### config.mk
export PLATFORM = sky130hd
export DESIGN_NAME = ahb_lite_master
export DESIGN_NICKNAME = d
export VERILOG_FILES = /design/src/rtl/ahb_lite_master.sv
export SDC_FILE = /design/constraint.sdc
export NUM_CORES = 1
export LEC_CHECK = 0
export BUFFER_PORTS_ARGS = -buffer_cell sky130_fd_sc_hd__buf_2
export CORE_ASPECT_RATIO = 0.6
export CORE_MARGIN = 2
export CORE_UTILIZATION = 45
export DETAILED_ROUTE_END_ITERATION = 10
export PLACE_DENSITY = 0.67
export SKIP_CTS_REPAIR_TIMING = 1
export SLEW_MARGIN = 20
export SYNTH_ARGS = -nofsm -noshare
export SYNTH_HDL_FRONTEND = slang
export SYNTH_SLANG_ARGS = --single-unit
### constraint.sdc
create_clock -name i_clk -period 10 [get_ports i_clk]
set_input_delay 0.5 -clock i_clk [delete_from_list [all_inputs] [get_ports i_clk]]
set_output_delay 0.5 -clock i_clk [all_outputs]
set_load 0.01 [all_outputs]
### src/rtl/ahb_lite_master.sv
// -----------------------------------------------------------------------------
// ahb_lite_master
//
// Turns one command (SINGLE, INCR4 or WRAP4, read or write) into an AHB-Lite
// transfer sequence and returns a one-cycle completion pulse. The pulse carries
// the read beats and a sticky ERROR flag.
//
// Ports
//   i_clk, i_reset          rising-edge clock, asynchronous active-high reset
//   i_cmd_valid/o_cmd_ready command handshake; accepted only in IDLE
//   i_cmd_write             1 = write, 0 = read
//   i_cmd_addr              start address; bits [1:0] are forced to 0
//   i_cmd_burst             00/11 SINGLE, 01 INCR4, 10 WRAP4
//   i_cmd_wdata             write beats, beat k at [k*DATA_WIDTH +: DATA_WIDTH]
//   o_rsp_valid             one-cycle completion pulse
//   o_rsp_err               an ERROR response was seen during the command
//   o_rsp_rdata             read beats, beat k in slot k (0 for writes/missed)
//   o_h* / i_h*             AHB-Lite master interface (word transfers only)
// -----------------------------------------------------------------------------
module ahb_lite_master #(
   parameter int ADDR_WIDTH = 32,
   parameter int DATA_WIDTH = 32
) (
   input  logic                      i_clk,
   input  logic                      i_reset,
   // command / response
   input  logic                      i_cmd_valid,
   output logic                      o_cmd_ready,
   input  logic                      i_cmd_write,
   input  logic [ADDR_WIDTH-1:0]     i_cmd_addr,
   input  logic [1:0]                i_cmd_burst,
   input  logic [4*DATA_WIDTH-1:0]   i_cmd_wdata,
   output logic                      o_rsp_valid,
   output logic                      o_rsp_err,
   output logic [4*DATA_WIDTH-1:0]   o_rsp_rdata,
   // AHB-Lite
   output logic [ADDR_WIDTH-1:0]     o_haddr,
   output logic [2:0]                o_hburst,
   output logic [3:0]                o_hprot,
   output logic [2:0]                o_hsize,
   output logic [1:0]                o_htrans,
   output logic [DATA_WIDTH-1:0]     o_hwdata,
   output logic                      o_hwrite,
   input  logic [DATA_WIDTH-1:0]     i_hrdata,
   input  logic                      i_hready,
   input  logic                      i_hresp
);

   typedef enum logic [2:0] {
      S_IDLE,
      S_ADDR,
      S_BURST,
      S_LAST,
      S_RESP
   } state_t;

   localparam logic [1:0] HTRANS_IDLE   = 2'b00;
   localparam logic [1:0] HTRANS_NONSEQ = 2'b10;
   localparam logic [1:0] HTRANS_SEQ    = 2'b11;

   localparam logic [2:0] HBURST_SINGLE = 3'b000;
   localparam logic [2:0] HBURST_WRAP4  = 3'b010;
   localparam logic [2:0] HBURST_INCR4  = 3'b011;

   state_t                    state, state_nxt;

   // latched command
   logic [ADDR_WIDTH-1:0]     addr_q;       // address currently on the bus
   logic [2:0]                hburst_q;
   logic                      write_q;
   logic [4*DATA_WIDTH-1:0]   wdata_q;
   logic [4*DATA_WIDTH-1:0]   rdata_q;
   logic                      err_q;
   logic [1:0]                addr_beat_q;  // beat index of the address phase

   // pending data phase (trails the accepted address phase by one transfer)
   logic                      dp_valid_q;
   logic [1:0]                dp_beat_q;

   logic                      err_first;
   logic                      addr_accept;
   logic                      cmd_accept;
   logic [ADDR_WIDTH-1:0]     addr_next;
   logic [DATA_WIDTH-1:0]     hwdata;
   logic                      unused_addr_lsbs;

   // Bits [1:0] of the command address never reach the bus.
   assign unused_addr_lsbs = ^i_cmd_addr[1:0];

   assign cmd_accept = (state == S_IDLE) && i_cmd_valid;

   // First cycle of a two-cycle ERROR response: hready is still low, so the
   // address phase shown this cycle has not been taken and can be withdrawn.
   assign err_first = dp_valid_q && i_hresp && !i_hready;

   assign addr_accept = ((state == S_ADDR) || (state == S_BURST)) && i_hready;

   // WRAP4 stays inside the 16-byte block; INCR4 just steps by one word.
   always_comb begin
      addr_next = addr_q + ADDR_WIDTH'(4);
      if (hburst_q == HBURST_WRAP4) begin
         addr_next = {addr_q[ADDR_WIDTH-1:4], addr_q[3:2] + 2'd1, 2'b00};
      end
   end

   // ---------------------------------------------------------------------------
   // Next-state logic
   // ---------------------------------------------------------------------------
   // NOTE: every signal written here gets a default first, so no path through
   // the block can leave a value unassigned and infer a latch.
   always_comb begin
      state_nxt = state;
      o_htrans  = HTRANS_IDLE;

      unique case (state)
         S_IDLE: begin
            if (i_cmd_valid) state_nxt = S_ADDR;
         end

         S_ADDR: begin
            o_htrans = HTRANS_NONSEQ;
            if (i_hready) begin
               state_nxt = (hburst_q == HBURST_SINGLE) ? S_LAST : S_BURST;
            end
         end

         S_BURST: begin
            o_htrans = HTRANS_SEQ;
            if (err_first) begin
               state_nxt = S_LAST;
            end else if (i_hready && (addr_beat_q == 2'd3)) begin
               state_nxt = S_LAST;
            end
         end

         S_LAST: begin
            if (i_hready) state_nxt = S_RESP;
         end

         S_RESP: begin
            state_nxt = S_IDLE;
         end

         default: begin
            state_nxt = S_IDLE;
         end
      endcase

      // An ERROR cancels the transfer being offered in the same cycle.
      if (err_first) o_htrans = HTRANS_IDLE;
   end

   // ---------------------------------------------------------------------------
   // State and datapath registers
   // ---------------------------------------------------------------------------
   // NOTE: sequential state uses non-blocking assignments only, so every
   // register samples the values from before the edge regardless of order.
   always_ff @(posedge i_clk or posedge i_reset) begin
      if (i_reset) begin
         state       <= S_IDLE;
         addr_q      <= '0;
         hburst_q    <= HBURST_SINGLE;
         write_q     <= 1'b0;
         wdata_q     <= '0;
         rdata_q     <= '0;
         err_q       <= 1'b0;
         addr_beat_q <= 2'd0;
         dp_valid_q  <= 1'b0;
         dp_beat_q   <= 2'd0;
      end else begin
         state <= state_nxt;

         if (cmd_accept) begin
            addr_q      <= {i_cmd_addr[ADDR_WIDTH-1:2], 2'b00};
            write_q     <= i_cmd_write;
            wdata_q     <= i_cmd_wdata;
            rdata_q     <= '0;
            err_q       <= 1'b0;
            addr_beat_q <= 2'd0;
            unique case (i_cmd_burst)
               2'b01:   hburst_q <= HBURST_INCR4;
               2'b10:   hburst_q <= HBURST_WRAP4;
               default: hburst_q <= HBURST_SINGLE;
            endcase
         end

         // Address only moves once the next beat is actually going out, so the
         // bus shows the last issued address during LAST.
         if (addr_accept) begin
            addr_beat_q <= addr_beat_q + 2'd1;
            if (state_nxt == S_BURST) addr_q <= addr_next;
         end

         if (addr_accept) begin
            dp_valid_q <= 1'b1;
            dp_beat_q  <= addr_beat_q;
         end else if (i_hready) begin
            dp_valid_q <= 1'b0;
         end

         if (dp_valid_q && i_hready && !i_hresp && !write_q) begin
            for (int k = 0; k < 4; k++) begin
               if (dp_beat_q == 2'(k)) rdata_q[k*DATA_WIDTH +: DATA_WIDTH] <= i_hrdata;
            end
         end

         if (err_first) err_q <= 1'b1;
      end
   end

   // Write data follows its address phase by one transfer and is held, with
   // the data-phase register, for as long as the slave stretches it.
   always_comb begin
      hwdata = '0;
      if (dp_valid_q && write_q) begin
         for (int k = 0; k < 4; k++) begin
            if (dp_beat_q == 2'(k)) hwdata = wdata_q[k*DATA_WIDTH +: DATA_WIDTH];
         end
      end
   end

   assign o_cmd_ready = (state == S_IDLE);
   assign o_rsp_valid = (state == S_RESP);
   assign o_rsp_err   = err_q;
   assign o_rsp_rdata = rdata_q;

   assign o_haddr  = addr_q;
   assign o_hburst = hburst_q;
   assign o_hwrite = write_q;
   assign o_hwdata = hwdata;
   assign o_hsize  = 3'b010;
   assign o_hprot  = 4'b0011;

endmodule

# ---- Word level (Yosys, flattened, before mapping)
# Cells that the tools add are included.
dict set report classes {
  eq_ne 13
  add_sub_neg 3
  reduce_logical 19
  mux 31
}
# op n
set ops {}
lappend ops {{$mux W32} 13}
lappend ops {{$mux W128} 2}
lappend ops {{$add A32 B3 Y32 const B} 1}
lappend ops {{$mux W3} 5}
lappend ops {{$eq A3 B2 Y1 const B} 4}
lappend ops {{$pmux W3 S4} 1}
lappend ops {{$logic_and A1 B1 Y1} 9}
lappend ops {{$eq A2 B2 Y1 const B} 4}
lappend ops {{$pmux W2 S2} 2}
lappend ops {{$logic_not A3 Y1} 2}
lappend ops {{$mux W2} 3}
lappend ops {{$reduce_bool A2 Y1} 3}
lappend ops {{$mux W1} 5}
lappend ops {{$add A2 B1 Y2 const B} 2}
lappend ops {{$eq A2 B1 Y1 const B} 2}
lappend ops {{$eq A3 B1 Y1 const B} 1}
lappend ops {{$eq A3 B3 Y1 const B} 1}
lappend ops {{$logic_not A1 Y1} 3}
lappend ops {{$ne A3 B3 Y1 const B} 1}
lappend ops {{$logic_not A2 Y1} 1}
lappend ops {{$logic_or A1 B1 Y1} 1}
dict set report totals {
  reg_bits 301
  wordCells 77
  input_bits 200
}

# ---- Depth between registers and ports, before layout
dict set report logic_depth {
  word_depth 8
  ltp_mapped 8
  ltp_nobuf 6
}

# ---- Worst setup path after synthesis
# Ideal clock, no wire load.
dict set report synth_path {
  kind {reg2out}
  start {register dp_beat_q[0]}
  end {output o_hwdata[10]}
  required_time_ns 9.500
  stages_incl_launch_ff 5
  n_path_buf 2
  setup_slack_ns 7.865
  arrival_ns 1.635
  cell_sequence {dfrtp_1 buf_2 buf_2 mux4_2 and3_1}
}
dict set report synth_via {
  elab_chain_cells 6
  word_cells_on_any_way 9
  classes_between {3 x eq/ne; 5 x mux; 1 x reduce/logical}
}
# item line_no
set synth_lines {}
lappend synth_lines {{start, declared} 78} ;# logic [1:0] dp_beat_q;
lappend synth_lines {{start signal, assigned} 196} ;# dp_beat_q <= addr_beat_q;
lappend synth_lines {{$logic_not A2 Y1} 217} ;# if (dp_beat_q == 2'(k)) hwdata = wdata_q[k*DATA_WIDTH +: DATA_WIDTH];
lappend synth_lines {{$mux W32 (3 in series)} 217}
lappend synth_lines {{$mux W32 *} 217}
lappend synth_lines {{$mux W32 *} 215} ;# if (dp_valid_q && write_q) begin
lappend synth_lines {{end, declared} 42} ;# output logic [DATA_WIDTH-1:0] o_hwdata,
# Mark *: on every way between the ends. The rest lies on a longest branch, timed or not.

# ---- Final worst setup path
dict set report layout_path {
  start {register dp_beat_q[0]}
  end {output o_hwdata[18]}
}
# Same word-level chain as after synthesis.

==> impl_results.md <==
- Worst setup path class: flip-flop to primary output
- Max Cap Viol: 0
- Post-synthesis cell count: between 1,000 and 1,500
- Fillcell total: ~2,600
- Worst Hold Class: primary input to async pin
- VDD IR max: 0.000152 V
- Run status: complete, no violations
- Largest net degree at the start of global routing: 244
- Sequential power share: about two fifths
- Endpoint kind of the worst setup timing path: primary output
- Global route total overflow: 0
- Critical path required time: between 9 and 10 ns
- Signed area change from the synthesized netlist to the final layout: 25.3%
- Layout cells sized above 1: approximately 28%
- Max Clk Rate: ~340 MHz
- Cell Pwr Density: 286 nW/µm²
- Mean number of vias per cell: roughly 5.2
- Final cycle utilization of the critical path: between 20% and 30%
- Number of failing setup endpoints in the final timing report: 0
- Total half-perimeter wirelength after legalization and detailed placement: roughly 27,000 µm
- Via count: approximately 12,000
- Number of synthesized register bits: 300
- Async set-or-reset flop fraction in the synthesized netlist: 100%
- Most numerous cell types in the synthesized netlist: 683 x sky130_fd_sc_hd__nand2_1, 300 x sky130_fd_sc_hd__dfrtp_1, 84 x sky130_fd_sc_hd__nand3_1, 82 x sky130_fd_sc_hd__clkbuf_1, 72 x sky130_fd_sc_hd__o21ai_0
- Area of the die: just over 30,000 µm²
- Internal power contribution: approximately 3 mW
- Count of clock tree sinks: 300
- Average instance area after synthesis: 9.08 µm²
- Number of placement rows: 48
- Clock network power share: a little over a quarter
- Setup ws final: around 7 ns
- CP Data Arrival Time: approximately 2.5 ns
- Slew at the pin closest to its max-slew limit: approximately 1.1 ns
- Core area: between 20,000 and 30,000 µm²
- Maximum clock insertion buffer count: 3
- Final GP Congestion: ~0.87
- DRC violation total after the first TritonRoute iteration: 927
- Net Sw Frac: between 30% and 40%
- CTS Root Buffer Type: sky130_fd_sc_hd__clkbuf_16
- Number of buffers inserted during clock tree synthesis: 30
- Y dimension of the die: approximately 140 µm
- Number of nets in the final layout: between 2,000 and 2,500
- Clock-pin slew on the worst setup and hold paths: around 0.060 ns
- Initial Util: between 40% and 50%
- First-pass GRT wire length: ~62,000 µm
- LEAKAGE: around 9.1 nW
- Number of max-slew violations in the final report: 0
- Library cell with the largest summed area after synthesis: sky130_fd_sc_hd__dfrtp_1
- Critical path peak fanout: 39
- Initial antenna violation count: 5
- Netlist area before placement: approximately 13,000 µm²
- Clock network latency to the later pin of the worst-skew pair: ~0.56 ns
- Number of I/O pins: between 400 and 500
- Netlist cell types: 59
- Routed WL: about 40,000 µm
- Clock tree from TritonCTS: built
- Number of H-tree levels: 1
- Sequential Area: 7510 µm²
- Proportion of netlist area held by the largest area contributor: a little under three fifths
- Fin Clk Skew: roughly 0.014 ns
- Place WS: about 7.1 ns
- Number of warnings reported in the yosys synthesis log: 0
- DRT antenna net count: 0
- Post-route DRC: 0
- Internal reg-to-reg setup slack: between 7 and 8 ns
- Part of the power in combinational logic: approximately a third
- Final hold vios: 0
- Drt first pass iters: 5
- Buffers added on ports: a little under 400
- Dominant cells by area after synthesis: sky130_fd_sc_hd__dfrtp_1 56%, sky130_fd_sc_hd__nand2_1 19%, sky130_fd_sc_hd__mux4_2 5.4%, sky130_fd_sc_hd__nand3_1 3.1%, sky130_fd_sc_hd__o21ai_0 2.7%
- Final TNS setup: 0 ns
- Width of the die: 226 µm
- Most used flip-flop cell after synthesis: sky130_fd_sc_hd__dfrtp_1
- Detailed-route wire length per cell: roughly 18 µm
- Via count of the first global-routing pass: ~11,000
- Unrepaired setup endpoints after global routing: no
- Number of enable flip-flop cells after synthesis: 0
- Placed cell area: approximately 16,000 µm²
- Switching pwr: about 1.7 mW
- Sequential share of the synthesized area: ~56%
- CP Launch Type: flip-flop
- Total non-filler cell area in the finished layout: between 15,000 and 20,000 µm²
- Final core utilization: between 50% and 60%
- Most repeated cell in the gate-level netlist after synthesis: sky130_fd_sc_hd__nand2_1
- Final min period: approximately 3.0 ns
- Overall routing resource usage: around 25%
- Relative slew slack: between 20% and 30%
- Area of the multi-input gates: about 5400 µm²
-- per-layer routing --
metal	up-vias	track usage [%]	routed length [µm]
met5	-	0	25
met3	63	6.89	3530
li1	5517	-	-
met1	5655	36.7	17900
met2	431	38.8	18300
met4	4	5.41	855
-- sequential cells by signal (all words and copies together), names as in the netlist --
name,count
dp_valid_q,1
o_hwrite,1
o_rsp_err,1
o_rsp_rdata,128
wdata_q,128
dp_beat_q,2
state,3
addr_beat_q,2
o_haddr,32
o_hburst,2
-- path summary, 6_finish.rpt --
path,cells past startpoint,end,from
min in group i_clk,3,wdata_q[14]$_DFFE_PP0P_,i_cmd_wdata[14]
max reg2reg,5,wdata_q[23]$_DFFE_PP0P_,state[1]$_DFF_PP0_
max in group asynchronous,3,o_haddr[19]$_DFFE_PP0P_,i_reset
min reg2reg,2,wdata_q[71]$_DFFE_PP0P_,wdata_q[71]$_DFFE_PP0P_
min,2,o_haddr[12]$_DFFE_PP0P_,i_reset
max,4,o_hwdata[18],dp_beat_q[0]$_DFFE_PP0P_
-- cells in the final DEF (no fill, tap or decap), types with 4 or more instances in the layout --
| cell | netlist | layout |
|---|---|---|
| sky130_fd_sc_hd__conb_1 | 2 | 8 |
| sky130_fd_sc_hd__a21oi_1 | 12 | 12 |
| sky130_fd_sc_hd__o31ai_1 | 5 | 5 |
| sky130_fd_sc_hd__o21ai_0 | 72 | 72 |
| sky130_fd_sc_hd__o21ai_1 | 14 | 14 |
| sky130_fd_sc_hd__nand2_1 | 683 | 682 |
| sky130_fd_sc_hd__o31a_1 | 4 | 4 |
| sky130_fd_sc_hd__mux4_2 | 32 | 32 |
| sky130_fd_sc_hd__clkbuf_16 | 0 | 31 |
| sky130_fd_sc_hd__nor2_1 | 16 | 14 |
| sky130_fd_sc_hd__and3_1 | 36 | 36 |
| sky130_fd_sc_hd__a21o_1 | 4 | 4 |
| sky130_fd_sc_hd__inv_1 | 14 | 13 |
| sky130_fd_sc_hd__xor2_1 | 4 | 4 |
| sky130_fd_sc_hd__clkbuf_8 | 0 | 7 |
| sky130_fd_sc_hd__or4_1 | 6 | 6 |
| sky130_fd_sc_hd__a221o_1 | 7 | 7 |
| sky130_fd_sc_hd__buf_4 | 8 | 13 |
| sky130_fd_sc_hd__buf_2 | 10 | 397 |
| sky130_fd_sc_hd__nand3_1 | 84 | 84 |
| sky130_fd_sc_hd__clkinv_2 | 0 | 4 |
| sky130_fd_sc_hd__clkbuf_1 | 82 | 5 |
| sky130_fd_sc_hd__bufinv_16 | 0 | 6 |
| sky130_fd_sc_hd__dfrtp_1 | 300 | 298 |
| sky130_fd_sc_hd__nor3_1 | 5 | 5 |
-- layout make-up --
cell class                      count  share of cell area [%]
Antenna cell                        3                  0.0449
Clock buffer                       43                    5.32
Clock inverter                     12                    1.29
Inverter                           14                   0.359
Multi-Input combinational cell   1060                    32.4
Sequential cell                   300                    44.9
Tap cell                          400                    2.99
Timing Repair Buffer              412                    12.7
-- worst max-delay path, cell delays in order, from the launching register on --
cell and delay [ns]:
sky130_fd_sc_hd__dfrtp_2 0.34, sky130_fd_sc_hd__buf_4 0.62, sky130_fd_sc_hd__mux4_2 0.60, sky130_fd_sc_hd__and3_1 0.20, sky130_fd_sc_hd__buf_2 0.15
-- per-stage QoR --
stage / total power [mW] / hold WS [ns] / instances
after floorplan: 2.95 / 0.440 / 1476
after global placement: 3.49 / 0.453 / 2185
after detailed placement: 3.54 / 0.457 / 2185
after CTS: 4.82 / 0.0309 / 2240
after global routing: 5.09 / 0.0546 / 2242
final: 4.79 / 0.0251 / 2244
-- cells by family (layout without fill, tap and decap cells) --
group / after synthesis / count (layout) / share of synthesized area, %
AO/OA/AOI/OAI: 141 / 141 / 6.42
XOR/XNOR: 5 / 5 / 0.328
adder cells (fa/ha/maj): 3 / 3 / 0.281
buffers and inverters: 116 / 481 / 3.58
flip-flops: 300 / 300 / 56.2
multiplexers: 35 / 35 / 5.64
other: 2 / 11 / 0.0562
AND/OR/NAND/NOR: 868 / 868 / 27.5
-- power groups by stage --
stage	registers, mW	logic (mW)	clock network (mW)
2_1_floorplan	1.95	0.998	0
3_3_place_gp	1.95	1.54	0
3_5_place_dp	1.96	1.58	0
4_1_cts	1.95	1.58	1.28
5_1_grt	2.00	1.76	1.33
6_report	1.95	1.58	1.26
Power figures use the tool's default switching activity.
